## src/rtl/ffram_rmw_port_pkg.sv

```systemverilog
// Shared definitions for the host-side port-0 sequencer of the VDP flip-flop RAM.
package ffram_rmw_port_pkg;

  // Host command encodings carried on cmd_op.
  typedef enum logic [1:0] {
    OP_SET_PTR = 2'b00,
    OP_WRITE   = 2'b01,
    OP_READ    = 2'b10,
    OP_NOP     = 2'b11
  } cmd_op_e;

  // Sequencer states.
  typedef enum logic [2:0] {
    ST_IDLE,
    ST_WRITE,
    ST_FETCH,
    ST_MERGE,
    ST_RESP
  } state_e;

  // Select one byte lane: the new host byte when enabled, otherwise the stored byte.
  function automatic logic [7:0] byte_merge(input logic [7:0] old_b,
                                            input logic [7:0] new_b,
                                            input logic       be);
    return be ? new_b : old_b;
  endfunction

endpackage

```

## src/rtl/ffram_rmw_port.sv

```systemverilog
// Port-0 write/read sequencer for the VDP flip-flop RAM. Full-word writes go
// straight out; partial-byte writes fetch the word first and merge the enabled
// bytes, since the RAM only has a whole-word write enable. The address pointer
// auto-increments after every completed access.
module ffram_rmw_port
  import ffram_rmw_port_pkg::*;
#(
  parameter int DATA_WIDTH = 16,
  parameter int ADDR_WIDTH = 8,
  parameter int BE_WIDTH   = DATA_WIDTH / 8,
  parameter int INC_STEP   = 1
) (
  input  logic                  clk,
  input  logic                  reset_n,
  input  logic                  cmd_valid,
  output logic                  cmd_ready,
  input  logic [1:0]            cmd_op,
  input  logic [DATA_WIDTH-1:0] cmd_data,
  input  logic [BE_WIDTH-1:0]   cmd_be,
  output logic                  rsp_valid,
  output logic [DATA_WIDTH-1:0] rsp_data,
  output logic [ADDR_WIDTH-1:0] ram_addr0,
  output logic [DATA_WIDTH-1:0] ram_wdata0,
  output logic                  ram_we0,
  input  logic [DATA_WIDTH-1:0] ram_rdata0,
  output logic [ADDR_WIDTH-1:0] pointer
);

  localparam logic [ADDR_WIDTH-1:0] STEP    = ADDR_WIDTH'(INC_STEP);
  localparam logic [BE_WIDTH-1:0]   BE_FULL = {BE_WIDTH{1'b1}};

  state_e                  state_q, state_d;
  logic [ADDR_WIDTH-1:0]   ptr_q, ptr_d;
  logic                    rd_q, rd_d;
  logic [DATA_WIDTH-1:0]   data_q, data_d;
  logic [BE_WIDTH-1:0]     be_q, be_d;
  logic [DATA_WIDTH-1:0]   merged;

  // Per-byte merge of latched host data over the word fetched from the RAM.
  for (genvar i = 0; i < BE_WIDTH; i++) begin : g_merge
    assign merged[8*i +: 8] = byte_merge(ram_rdata0[8*i +: 8], data_q[8*i +: 8], be_q[i]);
  end

  assign ram_addr0 = ptr_q;
  assign pointer   = ptr_q;

  // Control state: sequencer state, pointer and read/write flag.
  always_ff @(posedge clk or negedge reset_n) begin
    if (!reset_n) begin
      state_q <= ST_IDLE;
      ptr_q   <= '0;
      rd_q    <= 1'b0;
    end else begin
      state_q <= state_d;
      ptr_q   <= ptr_d;
      rd_q    <= rd_d;
    end
  end

  // Latched write payload; only meaningful once a write has been accepted.
  always_ff @(posedge clk) begin
    data_q <= data_d;
    be_q   <= be_d;
  end

  // Next-state, pointer update and RAM/response outputs.
  always_comb begin
    state_d    = state_q;
    ptr_d      = ptr_q;
    rd_d       = rd_q;
    data_d     = data_q;
    be_d       = be_q;
    cmd_ready  = 1'b0;
    ram_we0    = 1'b0;
    ram_wdata0 = '0;
    rsp_valid  = 1'b0;
    rsp_data   = '0;
    case (state_q)
      ST_IDLE: begin
        cmd_ready = 1'b1;
        if (cmd_valid) begin
          case (cmd_op_e'(cmd_op))
            OP_SET_PTR: ptr_d = cmd_data[ADDR_WIDTH-1:0];
            OP_WRITE: begin
              if (cmd_be == BE_FULL) begin
                data_d  = cmd_data;
                state_d = ST_WRITE;
              end else if (cmd_be == '0) begin
                // Empty write still consumes a slot in the address stream.
                ptr_d = ptr_q + STEP;
              end else begin
                data_d  = cmd_data;
                be_d    = cmd_be;
                rd_d    = 1'b0;
                state_d = ST_FETCH;
              end
            end
            OP_READ: begin
              rd_d    = 1'b1;
              state_d = ST_FETCH;
            end
            default: ;
          endcase
        end
      end
      ST_WRITE: begin
        ram_we0    = 1'b1;
        ram_wdata0 = data_q;
        ptr_d      = ptr_q + STEP;
        state_d    = ST_IDLE;
      end
      ST_FETCH: begin
        // RAM samples ram_addr0 this cycle; data arrives in the next state.
        state_d = rd_q ? ST_RESP : ST_MERGE;
      end
      ST_MERGE: begin
        ram_we0    = 1'b1;
        ram_wdata0 = merged;
        ptr_d      = ptr_q + STEP;
        state_d    = ST_IDLE;
      end
      ST_RESP: begin
        rsp_valid = 1'b1;
        rsp_data  = ram_rdata0;
        ptr_d     = ptr_q + STEP;
        state_d   = ST_IDLE;
      end
      default: state_d = ST_IDLE;
    endcase
  end

endmodule

```

## config.mk

```make
export PLATFORM = sky130hd
export DESIGN_NAME = ffram_rmw_port
export DESIGN_NICKNAME = d
export VERILOG_FILES = /design/src/rtl/ffram_rmw_port_pkg.sv /design/src/rtl/ffram_rmw_port.sv
export SDC_FILE = /design/constraint.sdc
export NUM_CORES = 1
export LEC_CHECK = 0
export ABC_CLOCK_PERIOD_IN_PS = 2800
export BUFFER_PORTS_ARGS = -buffer_cell sky130_fd_sc_hd__buf_2
export CORE_ASPECT_RATIO = 1.5
export CORE_MARGIN = 2
export CORE_UTILIZATION = 45
export DETAILED_ROUTE_END_ITERATION = 7
export GPL_ROUTABILITY_DRIVEN = 0
export PLACE_DENSITY = 0.79
export SLEW_MARGIN = 0
export SYNTH_ARGS = -nofsm -noshare
export SYNTH_HDL_FRONTEND = slang
export SYNTH_SLANG_ARGS = --single-unit
```

## constraint.sdc

```tcl
create_clock -name clk -period 2.8 [get_ports clk]
set_clock_uncertainty 0.05 [all_clocks]
set_input_delay 0.28 -clock clk [delete_from_list [all_inputs] [get_ports clk]]
set_output_delay 0.28 -clock clk [all_outputs]
set_load 0.05 [all_outputs]
```

==> results.json, run 1 <==
{
  "rows": 28,
  "final_max_slew_viol_count": 0,
  "synthFlopType": "edfxtp_1",
  "vias_per_cell": 5.27,
  "ys_top_cells_by_area": "edfxtp_1 30%, dfrtp_1 17%, mux2i_1 12%, and2_1 5.6%, nor2_1 4.8%",
  "crit_path_end_kind": "output pin",
  "initialDrtViolationCount": 97,
  "max_stage_delay_ns": 0.48,
  "die_area_um2": 4520,
  "path_class": "reg2out",
  "min_path_cells": 1,
  "ys_seq_area_share_pct": 46.8,
  "rr_startpoint": "state_q[2]",
  "clock-sinks": 30,
  "path_cells": "nor3b_2 -> buf_4 -> and2_1 -> buf_2",
  "grt_pass1_vias": 1416,
  "yosysWarnings": 0,
  "initial_core_util_pct": 46.2,
  "crit_buf_inv": 2,
  "synth_fp_nets": 211,
  "fmax_mhz": 467,
  "htreeDepth": 2,
  "drive_above_1_share_pct": 42.5,
  "cellPowerDensity_nw_per_um2": 1160,
  "post_drt_wl_per_cell_um": 14.3,
  "setup_ws_ns": 0.658,
  "place_area_um2": 2220,
  "ir_worst_vdd_v": 0.000882,
  "min_period_ns": 2.14,
  "regArea_um2": 841,
  "hold_class": "in2reg",
  "final_util_pct": 59.6,
  "detail-route-antenna-nets": 0,
  "port_buffers": 89,
  "cts_tree": "done",
  "ys_seq_elements": 30,
  "grt_pass1_wl_um": 6650,
  "synth_largest_type_area_fraction_pct": 30.1,
  "max_slew_margin_pct": 57.3,
  "layoutNonFillerInstCount": 299,
  "outcome": "complete, no violations",
  "p_leak_nw": 1.21,
  "n_fill_cell": 363,
  "rsz0062_at_grt": "no",
  "synth_largest_area_cell": "edfxtp_1",
  "core_um2": 3890,
  "dpl_worst_slack_ns": 0.740,
  "syn_area_um2": 1800,
  "setup_viol": 0,
  "path_max_fanout": 17,
  "syn2layout_area_growth_pct": 29.0,
  "crit_arrival_ns": 1.81,
  "ios": 90,
  "maxCapViolCount": 0,
  "multiInputGateArea_um2": 833,
  "grt_antenna_before_repair": 0,
  "grt_overflow": 0,
  "synth.distinct_cells": 40,
  "fin_crit_sh_pct": 76.5,
  "wl_um": 4290,
  "start_kind": "flop",
  "synth_edf_count": 18,
  "r2r_cells": 5,
  "crit_slowest_cell": "dfrtp_1",
  "hold_start": "cmd_data[14]",
  "numCtsBuffers": 5,
  "place_inst": 290,
  "vias": 1577,
  "avgSynthCellArea_um2": 10.6,
  "root_buffer": "clkbuf_8",
  "clk_latency_ns": 0.29,
  "tightest_slew_ns": 0.636,
  "cts_setup_buffers": 0,
  "die_h_um": 81.4,
  "num_antenna_cells": 0,
  "grtUsageTotal_pct": 19.2,
  "dieWidth_um": 55.6,
  "drt_first_pass_iters": 4,
  "fin_area_um2": 2320,
  "setup_tns_ns": 0,
  "async_flop_share_pct": 40.0,
  "place_hpwl_um": 3260,
  "path_depth": 4,
  "hold_viol": 0,
  "grt_max_degree": 18,
  "clk_pin_slew_worst_paths_ns": 0.06,
  "synthCells": 169,
  "cp-startpoint": "state_q[1]",
  "final_nets": 295,
  "drc": 0,
  "cp_data_required_time_ns": 2.47,
  "path_delay_family": "simple AND/OR/NAND/NOR gates",
  "clockBufferDepth": 2
}
-- timing repair --
| item | CTS | global route |
|---|---|---|
| hold buffers | 1 | 0 |
| resized for setup | 0 | 0 |
| endpoints found under the hold margin | 12 | 0 |
-- Yosys cell counts (4+ instances only) --
library cell,number
and2_1,16
buf_4,8
clkbuf_1,5
dfrtp_1,12
edfxtp_1,18
inv_1,5
mux2i_1,21
nand2b_1,6
nand3_1,4
nor2_1,23
nor3_1,5
o22ai_1,5
-- metal layers --
metal / vias up / part of all wire [%] / wire length (µm) / global-route usage, %
li1: 765 / - / - / -
met1: 739 / 37 / 1600 / 20.4
met2: 67 / 55 / 2350 / 35.5
met3: 6 / 6.2 / 266 / 5.10
met4: 0 / 1.5 / 63 / 8.78
met5: - / 0 / 0 / 0
-- layout by cell type (no fill, tap or decap), drive strengths merged, types with 4 or more instances in the layout --
cell	synthesis	routed
nand2b	6	6
nor3	5	5
mux2i	21	21
buf	11	92
clkbuf	5	6
nand3	4	4
edfxtp	18	18
and2	16	16
nor2	24	24
dfrtp	12	12
inv	6	6
o22ai	5	5
-- power by group --
part / internal, W / total [W] / switching, W
registers: 0.000574 / 0.000705 / 0.000131
clock network: 0.000172 / 0.000335 / 0.000163
logic: 0.000458 / 0.00166 / 0.00120
-- logic make-up (layout without fill, tap and decap cells) --
family          count (synthesis)  count (layout)  share of synthesized area [%]
flops                          30              30                           46.8
mux                            24              24                           13.8
fa+ha+maj                       3               3                           2.09
compound gates                 21              21                           9.13
buf+inv                        22             107                           7.32
simple gates                   69              69                           20.8
-- stage by stage --
step	total power (W)	hold WS [ns]
floorplan	0.00210	-0.0656
global placement	0.00235	0.132
detailed placement	0.00237	0.142
CTS	0.00271	0.111
global route	0.00283	0.100
finish	0.00270	0.116
-- registers in the layout (all words and copies together), names as in the netlist --
name     flops
pointer      8
state_q      3
data_q      16
rd_q         1
be_q         2
-- cell type report --
type                            count  share of cell area (%)
Sequential cell                    30                    36.3
Clock inverter                      2                   0.432
Clock buffer                        6                    3.13
Tap cell                           45                    2.43
Multi-Input combinational cell    117                    36.0
Inverter                            6                    1.08
Timing Repair Buffer               93                    20.6
-- worst paths after layout --
check | end | slack [ns]
worst max-delay path | rsp_data[3] | 0.66
worst min-delay path | data_q[14] | 0.12
worst max register to register | pointer[1] | 0.72
worst min register to register | rd_q | 0.48
max in group asynchronous | state_q[0] | 2.08
min in group asynchronous | pointer[3] | 0.38
Note: power is estimated with default switching activity, not from simulation.
==> inputs of run 2 (changes only) <==
--- a/config.mk
+++ b/config.mk
@@ -5,14 +5,15 @@
 export SDC_FILE = /design/constraint.sdc
 export NUM_CORES = 1
 export LEC_CHECK = 0
-export ABC_CLOCK_PERIOD_IN_PS = 2800
+export ABC_AREA = 1
+export ABC_CLOCK_PERIOD_IN_PS = 1900
 export BUFFER_PORTS_ARGS = -buffer_cell sky130_fd_sc_hd__buf_2
 export CORE_ASPECT_RATIO = 1.5
 export CORE_MARGIN = 2
-export CORE_UTILIZATION = 45
+export CORE_UTILIZATION = 43
 export DETAILED_ROUTE_END_ITERATION = 7
 export GPL_ROUTABILITY_DRIVEN = 0
-export PLACE_DENSITY = 0.79
+export PLACE_DENSITY = 0.77
 export SLEW_MARGIN = 0
 export SYNTH_ARGS = -nofsm -noshare
 export SYNTH_HDL_FRONTEND = slang
==> constraint.sdc (replaced) <==
create_clock -name clk -period 1.9 [get_ports clk]
set_clock_uncertainty 0.05 [all_clocks]
set_input_delay 0.19 -clock clk [delete_from_list [all_inputs] [get_ports clk]]
set_output_delay 0.19 -clock clk [all_outputs]
set_load 0.05 [all_outputs]
==> run 2 against run 1 <==
Net effect: non-clock buffer count up 1; critical path depth rose by 1; synthesized cell count grew 71%; sequential power is 46% higher; via count rose by 28%; setup slack worse by 0.56 ns; largest cell class is now multi-input combinational cells; combinational power increased by 36%; utilization is 0.49 points lower.
==> results.json, run 2 <==
{
  "avgSynthCellArea_um2": 7.09,
  "cp_data_required_time_ns": 1.66,
  "comb_power_share_pct": 60.0,
  "syn2layout_area_growth_pct": 31.0,
  "ios": 90,
  "cellPowerDensity_nw_per_um2": 1400,
  "die_h_um": 88.5,
  "clockBufferDepth": 2,
  "p_leak_nw": 1.49,
  "cts_tree": "done",
  "grt_max_degree": 19,
  "clk_pin_slew_worst_paths_ns": 0.06,
  "htreeDepth": 2,
  "grt_antenna_before_repair": 0,
  "crit_arrival_ns": 1.56,
  "ys_seq_area_share_pct": 41.1,
  "layout_common_cells": "92 x nand2_1, 74 x buf_2, 52 x inv_1",
  "rows": 30,
  "synth_edf_count": 18,
  "seq_power_share_pct": 27.3,
  "crit_slowest_cell": "dfrtp_2",
  "start_kind": "flop",
  "clk_latency_ns": 0.28,
  "ir_worst_vdd_v": 0.000909,
  "grtUsageTotal_pct": 18.9,
  "fin_crit_sh_pct": 94.7,
  "hold_viol": 0,
  "max_stage_delay_ns": 0.47,
  "crit_top_cell": "buf_4",
  "num_antenna_cells": 0,
  "swShare_pct": 56.1,
  "synthCells": 289,
  "clock-sinks": 30,
  "setup_viol": 0,
  "path_max_fanout": 16,
  "async_flop_share_pct": 40.0,
  "outcome": "complete, no violations",
  "port_buffers": 89,
  "finalPower_w": 0.00375,
  "root_buffer": "clkbuf_8",
  "largest_reg_flops": 16,
  "dpl_worst_slack_ns": 0.306,
  "syn_area_um2": 2050,
  "final_nets": 419,
  "hold_class": "in2reg",
  "vias_per_cell": 4.58,
  "min_period_ns": 1.80,
  "synth.distinct_cells": 25,
  "max_slew_margin_pct": 72.5,
  "final_max_slew_viol_count": 0,
  "initialDrtViolationCount": 92,
  "place_hpwl_um": 3760,
  "path_class": "reg2out",
  "crit_path_end_kind": "output pin",
  "tightest_slew_ns": 0.413,
  "synthFlopType": "edfxtp_1",
  "dieWidth_um": 60.4,
  "p_clk_share_pct": 12.7,
  "grt_pass1_vias": 1788,
  "grt_pass1_wl_um": 7650,
  "drive_above_1_share_pct": 31.0,
  "maxCapViolCount": 0,
  "drc": 0,
  "synth_fp_nets": 331,
  "max_flop_register": "data_q",
  "vias": 2023,
  "grt_overflow": 0,
  "synth_largest_area_cell": "edfxtp_1",
  "initial_core_util_pct": 45.1,
  "internal_power_w": 0.00165,
  "post_drt_wl_per_cell_um": 11.0,
  "setup_ws_ns": 0.100,
  "final_common_cell": "nand2_1",
  "drt_first_pass_iters": 4,
  "core_um2": 4540,
  "ys_seq_elements": 30,
  "wl_um": 4860,
  "synth_common_cells": "92 x nand2_1, 53 x inv_1, 37 x o21ai_0",
  "path_cells": "inv_4 -> nand3_1 -> buf_4 -> o21ai_0 -> buf_4",
  "ys_top_cells_by_area": "edfxtp_1 26%, nand2_1 17%, dfrtp_1 15%, inv_1 9.7%, o21ai_0 9.0%",
  "die_area_um2": 5340,
  "detail-route-antenna-nets": 0,
  "synth_largest_type_area_fraction_pct": 26.4,
  "yosysWarnings": 0,
  "yosysMostFrequentCell": "nand2_1",
  "rsz0062_at_grt": "no",
  "numCtsBuffers": 5,
  "fmax_mhz": 556,
  "power_switching_w": 0.00211
}
run 2: cell types whose count changed after synthesis, sizes merged, moves of 5 or more:
cell,delta
and2,-16
nand2b,-6
mux2i,-21
o22ai,-5
o21ai,+37
inv,+51
nand3,+11
nand2,+96
run 2: area by class of cell:
type / count / area, µm²
fill: 428 / 1860
multi-input combinational: 189 / 907
sequential: 30 / 843
timing repair buffer: 94 / 552
inverter: 57 / 219
tap: 64 / 80.1
clock buffer: 6 / 72.6
clock inverter: 2 / 8.76
run 2: cell families (layout without fill, tap and decap cells):
| logic type | Yosys count | in the layout | synth area share, % |
|---|---|---|---|
| simple gates | 144 | 144 | 31.5 |
| buf+inv | 70 | 159 | 14.8 |
| compound gates | 40 | 40 | 10.0 |
| flops | 30 | 30 | 41.1 |
| fa+ha+maj | 3 | 3 | 1.83 |
| xor+xnor | 2 | 2 | 0.855 |
run 2: path summary, 6_finish.rpt:
path                                    from             to  slack [ns]  cells past startpoint
max in group asynchronous            reset_n     state_q[0]        1.28                      2
worst max-delay path              state_q[2]  ram_wdata0[1]        0.10                      5
min in group asynchronous            reset_n     pointer[5]        0.27                      2
worst min-delay path            cmd_data[10]     data_q[10]        0.04                      1
worst max register to register    state_q[0]      data_q[3]        0.34                      6
worst min register to register          rd_q           rd_q        0.46                      2
run 2: through the flow:
step	area, µm²	hold slack, ns	utilization, %	cells	setup TNS (ns)
final	2680	0.0354	59.1	442	0
after global routing	2680	0.0253	59.1	442	0
after CTS	2620	0.0265	57.7	441	0
after detailed placement	2530	0.0430	55.6	432	0
after global placement	2530	0.0377	55.6	432	0
after floorplan	2050	-0.156	-	289	-4.74
run 2: timing repair:
action / CTS / global route
endpoints found under the setup margin: 0 / 16
setup buffers: 0 / 1
endpoints found under the hold margin: 12 / 0
resized for setup: 0 / 28
hold buffers: 1 / 0
run 2: power by group through the flow:
stage          Sequential (W)  Clock (W)  Combinational (W)
6_report              0.00103   0.000475            0.00225
5_1_grt               0.00105   0.000518            0.00241
4_1_cts               0.00102   0.000488            0.00222
3_5_place_dp          0.00103          0            0.00221
3_3_place_gp          0.00102          0            0.00219
2_1_floorplan         0.00127          0            0.00157
run 2: per-layer routing:
| layer | vias to the layer above | wire [µm] | track usage, % |
|---|---|---|---|
| li1 | 1056 | - | - |
| met1 | 890 | 1970 | 20.2 |
| met2 | 69 | 2510 | 35.3 |
| met3 | 8 | 282 | 2.92 |
| met4 | 0 | 94 | 8.48 |
| met5 | - | 0 | 0 |
run 2: worst max-delay path: cells and delay by family (launching register included):
family	cells	cell delay [ns]
buffers and inverters	3	0.55
DFF	1	0.47
AOI/OAI and AO/OA	1	0.20
and+or+nand+nor	1	0.07
